[config.mk]
export PLATFORM = sky130hd
export DESIGN_NAME = programmable_delay_line
export DESIGN_NICKNAME = d
export VERILOG_FILES = /design/src/rtl/programmable_delay_line.sv
export SDC_FILE = /design/constraint.sdc
export NUM_CORES = 1
export LEC_CHECK = 0
export BUFFER_PORTS_ARGS = -buffer_cell sky130_fd_sc_hd__buf_4
export CAP_MARGIN = 20
export CORE_MARGIN = 3
export CORE_UTILIZATION = 35
export DETAILED_ROUTE_END_ITERATION = 8
export MAX_ROUTING_LAYER = met4
export PLACE_DENSITY = 0.51
export SYNTH_ARGS = -nofsm -noshare
export SYNTH_HDL_FRONTEND = slang
export SYNTH_SLANG_ARGS = --single-unit
[constraint.sdc]
create_clock -name clk -period 8.1 [get_ports clk]
set_input_delay 1.62 -clock clk [delete_from_list [all_inputs] [get_ports clk]]
set_output_delay 1.62 -clock clk [all_outputs]
set_load 0.1 [all_outputs]
[src/rtl/programmable_delay_line.sv]
// rtl/programmable_delay_line.sv - programmable delay line over a circular sample buffer
module programmable_delay_line #(
    parameter int WIDTH     = 8,
    parameter int MAX_DELAY = 16,
    localparam int DLY_W    = $clog2(MAX_DELAY + 1)
) (
    input  logic             clk,
    input  logic             rst_n,
    input  logic             en,
    input  logic             flush,
    input  logic [DLY_W-1:0] delay_sel,
    input  logic [WIDTH-1:0] in_data,
    output logic [WIDTH-1:0] out_data,
    output logic             out_valid,
    output logic [DLY_W-1:0] cur_delay
);

    localparam int PTR_W = $clog2(MAX_DELAY);

    logic [WIDTH-1:0] mem [MAX_DELAY];
    logic [PTR_W-1:0] wr_ptr;
    logic [PTR_W-1:0] wr_ptr_next;
    logic [PTR_W-1:0] rd_idx;
    logic [DLY_W-1:0] fill;
    logic [DLY_W-1:0] fill_inc;
    logic [DLY_W-1:0] eff_delay;
    logic [DLY_W:0]   rd_sum;
    logic [DLY_W:0]   rd_mod;
    logic             restart;
    logic             advance;
    logic             valid_next;

    // Map the requested delay into 1..MAX_DELAY
    always_comb begin
        eff_delay = delay_sel;
        if (delay_sel == '0) begin
            eff_delay = DLY_W'(1);
        end else if (delay_sel > DLY_W'(MAX_DELAY)) begin
            eff_delay = DLY_W'(MAX_DELAY);
        end
    end

    // Restart decode, fill bookkeeping and modulo read index (oldest needed sample is D-1 writes back)
    always_comb begin
        restart     = flush || (en && (eff_delay != cur_delay));
        advance     = en && !restart;
        fill_inc    = (fill == DLY_W'(MAX_DELAY)) ? fill : fill + 1'b1;
        valid_next  = (fill_inc >= cur_delay);
        wr_ptr_next = (wr_ptr == PTR_W'(MAX_DELAY - 1)) ? '0 : wr_ptr + 1'b1;
        rd_sum      = (DLY_W+1)'(wr_ptr) + (DLY_W+1)'(MAX_DELAY)
                      - ((DLY_W+1)'(cur_delay) - 1'b1);
        rd_mod      = (rd_sum >= (DLY_W+1)'(MAX_DELAY)) ? rd_sum - (DLY_W+1)'(MAX_DELAY) : rd_sum;
        rd_idx      = PTR_W'(rd_mod);
    end

    // Sample storage is never reset; it is only read once the fill covers D samples
    always_ff @(posedge clk) begin
        if (advance) begin
            mem[wr_ptr] <= in_data;
        end
    end

    // Control and output registers; a restart cycle writes nothing and starts a fresh fill
    always_ff @(posedge clk or negedge rst_n) begin
        if (!rst_n) begin
            out_data  <= '0;
            out_valid <= 1'b0;
            cur_delay <= DLY_W'(1);
            wr_ptr    <= '0;
            fill      <= '0;
        end else if (restart) begin
            out_data  <= '0;
            out_valid <= 1'b0;
            cur_delay <= eff_delay;
            wr_ptr    <= '0;
            fill      <= '0;
        end else if (en) begin
            cur_delay <= eff_delay;
            wr_ptr    <= wr_ptr_next;
            fill      <= fill_inc;
            out_valid <= valid_next;
            if (!valid_next) begin
                out_data <= '0;
            end else if (cur_delay == DLY_W'(1)) begin
                out_data <= in_data;
            end else begin
                out_data <= mem[rd_idx];
            end
        end
    end

endmodule

==> run_results.csv <==
group,metric,value,unit
critical_path,critical_path_required,8130,ps
clock_network,cts_hold_buffers,0,
global_route,first_global_vias,3377,
detailed_routing,detailed_router_s_first_iteration_violation_count,266,
sta,slew_headroom,30.7,%
clock_network,root_buffer,"sky130_fd_sc_hd__clkbuf_16",
clock_network,tritoncts,"yes",
power_and_ir_drop,p_seq_share,48.4,%
synthesis,postSynth.topFlopCell,"sky130_fd_sc_hd__edfxtp_1",
synthesis,synth.net_count,384,
clock_network,cts_sinks,151,
floorplanning,design.core.area,18000,um^2
critical_path,timing.critical_path.fanout_max,10,
clock_network,clock_tree.buffer_depth,2,
detailed_routing,num_vias,3346,
synthesis,synth_async_sr_flop_share,15.2,%
synthesis,mappedNetlistArea,6450,um^2
floorplanning,die-area,20100,um^2
floorplanning,die_x,142,um
sta,fin_setup_tns,0,ps
final_layout,n_antenna_cell,0,
detailed_routing,drtAntennaViolNets,0,
clock_network,cts_inserted_buffers,17,
power_and_ir_drop,gate_power_share,9.5,%
critical_path,worst_path_dominant_cell_family,"simple AND/OR/NAND/NOR gates",
place,place.detailed.hpwl,9300,um
place,placed_inst_area,6930,um^2
detailed_routing,post-route-drc-count,0,
critical_path,cp_slowest_cell,"sky130_fd_sc_hd__nor4_2",
clock_network,post_cts_resize_count,0,
power_and_ir_drop,pwr_density_cell,234,nW/um^2
synthesis,synth.avg_cell_area,18.4,um^2
synthesis,synth_enable_flop_cells,128,
detailed_routing,wirelength,14200,um
sta,maxClockFrequency,0.255,GHz
job,max_cap_viol_count,0,
sta,period_needed,3930,ps
power_and_ir_drop,p_int,1.34,mW
critical_path,critical_path_class,"in2reg",
final_layout,layout_cells_sized_above_1,28.8,%
synthesis,total_of_warnings_raised_by_yosys,0,
sta,worstMarginPinSlew,1020,ps
final_layout,finish.instance_area,7500,um^2
final_layout,mostFrequentLayoutCells,"sky130_fd_sc_hd__edfxtp_1 (128), sky130_fd_sc_hd__mux4_2 (40), sky130_fd_sc_hd__buf_4 (33)",
clock_network,clock_latency_reported_for_the_late_side_of_the_worst_skew_pair,410,ps
critical_path,worst_setup_path_end_kind,"flop",
detailed_routing,viasPerCell,5.29,
global_route,grt_pass1_wl,21600,um
power_and_ir_drop,power_switching,0.414,mW
synthesis,yosysUniqueCellTypes,42,
sta,report.final.hold_viol_count,0,
synthesis,yosysSeqAreaShare,68.5,%
final_layout,final_util,41.6,%
final_layout,flow.area_growth_from_synthesis,16.3,%
sta,final.period_utilization,48.5,%
power_and_ir_drop,switching_share,23.6,%
final_layout,layout.nets,423,
floorplanning,die_height,142,um
sta,setup_viol_count_final,0,
power_and_ir_drop,p_clk_share,42.1,%
clock_network,clk_pin_slew_worst_paths,60,ps
power_and_ir_drop,p_leak,2.64,nW
global_route,global_route.overflow_total,0,
place,place.port_buffers,30,
critical_path,crit_chain,"buf_4, or4_4, a21o_1, a22oi_4, nand3_1, nor4_2",
critical_path,critical_path_buffers_and_inverters,1,
floorplanning,io_pins,31,
sta,unrepaired_setup_endpoints_after_global_routing,"no",
clock_network,cts.repair_timing.setup_buffer_count,0,
global_route,overall_track_demand_over_capacity_in_global_routing,15.4,%
floorplanning,placementRows,49,
critical_path,cp-start-kind,"input port",
sta,final_clock_skew,7.30,ps
clock_network,clock_tree.htree_level_count,4,
sta,total_count_of_max_transition_violations_in_the_final_report,0,
critical_path,worst-endpoint-arrival,3960,ps
power_and_ir_drop,vdd.ir_drop.worst,0.139,mV
place,gp_congestion,0.772,
floorplanning,start_util,35.8,%
global_route,maximum_number_of_pins_on_one_net_before_global_route_repair,33,
synthesis,yosys_register_bits,151,
hold_path,worstHoldPathType,"reg2reg",
outcome,status,"complete, no violations",
global_route,grt_antenna_before_repair,1,
final_layout,layout.cells.most_common,"sky130_fd_sc_hd__edfxtp_1",
detailed_routing,post_drt_wl_per_cell,22.5,um
critical_path,cpPeakStageDelay,860,ps
detailed_routing,drtPass1Iterations,5,
synthesis,syn_inst,351,
## registers in the layout (all words and copies together), names as in the netlist
register   cells
out_valid      1
fill           5
out_data       8
wr_ptr         4
mem          128
cur_delay      5
## worst min-delay path, stage by stage (launching register included)
cell	delay (ps)
sky130_fd_sc_hd__dfrtp_1	340
sky130_fd_sc_hd__nand2_1	40
sky130_fd_sc_hd__o21ai_0	60
## synthesized netlist by cell type (all sizes together) (4+ instances only)
| cell | n | share of area [%] |
|---|---|---|
| mux4 | 40 | 14 |
| nor4 | 4 | 0.39 |
| nand2b | 6 | 0.58 |
| dfrtp | 22 | 8.5 |
| buf | 7 | 0.87 |
| nand2 | 16 | 0.93 |
| xnor2 | 6 | 0.93 |
| nand3 | 6 | 0.47 |
| inv | 16 | 0.93 |
| ha | 15 | 2.9 |
| a22o | 6 | 0.81 |
| nor2 | 6 | 0.35 |
| clkbuf | 8 | 0.47 |
| edfxtp | 128 | 60 |
| mux2i | 9 | 1.4 |
| o21ai | 14 | 1.1 |
| and4 | 11 | 1.5 |
## final cells by class
cell class                      instances  area [um^2]
Fill cell                            1621        10500
Sequential cell                       151         4420
Multi-Input combinational cell        169         1920
Clock buffer                           19          433
Tap cell                              229          287
Timing Repair Buffer                   35          268
Clock inverter                         13          121
Inverter                               16         60.1
## power groups by stage
stage / Combinational, mW / Sequential (mW) / Clock [mW]
floorplan: 0.0968 / 0.882 / 0
finish: 0.166 / 0.851 / 0.739
CTS: 0.169 / 0.851 / 0.755
global route: 0.179 / 0.851 / 0.793
global placement: 0.167 / 0.867 / 0
detailed placement: 0.168 / 0.867 / 0
## per-stage QoR
stage	setup slack (ps)	power, mW	cells	hold WS, ps
after global placement	3650	1.03	598	466
after global routing	3960	1.82	632	511
after floorplan	4000	0.979	351	498
after CTS	4060	1.77	630	484
after detailed placement	3620	1.04	598	471
final	4170	1.76	632	479
## layer usage
layer,track usage [%],share of wire [%]
met5,-,0
met4,3.94,0.72
met3,4.04,4.2
met2,23.7,50
met1,20.5,45
## path summary, 6_finish.rpt
path,depth (start not counted),to,slack [ps],startpoint
worst min register to register,2,out_data[0],480,out_data[0]
max in group asynchronous,1,cur_delay[0],6710,rst_n
worst min-delay path,2,out_data[0],480,out_data[0]
worst max register to register,9,out_data[3],4690,fill[0]
worst max-delay path,6,mem[12][6],4170,delay_sel[4]
min in group asynchronous,1,cur_delay[2],1100,rst_n
## logic make-up (layout without fill, tap and decap cells)
group,Yosys count,count (layout),synth area share (%)
flops,151,151,68.5
simple gates,59,59,5.31
mux,51,51,15.7
compound gates,35,35,3.78
buf+inv,31,83,2.27
fa+ha+maj,16,16,3.22
xor+xnor,8,8,1.20
(Power assumes the default switching activity.)
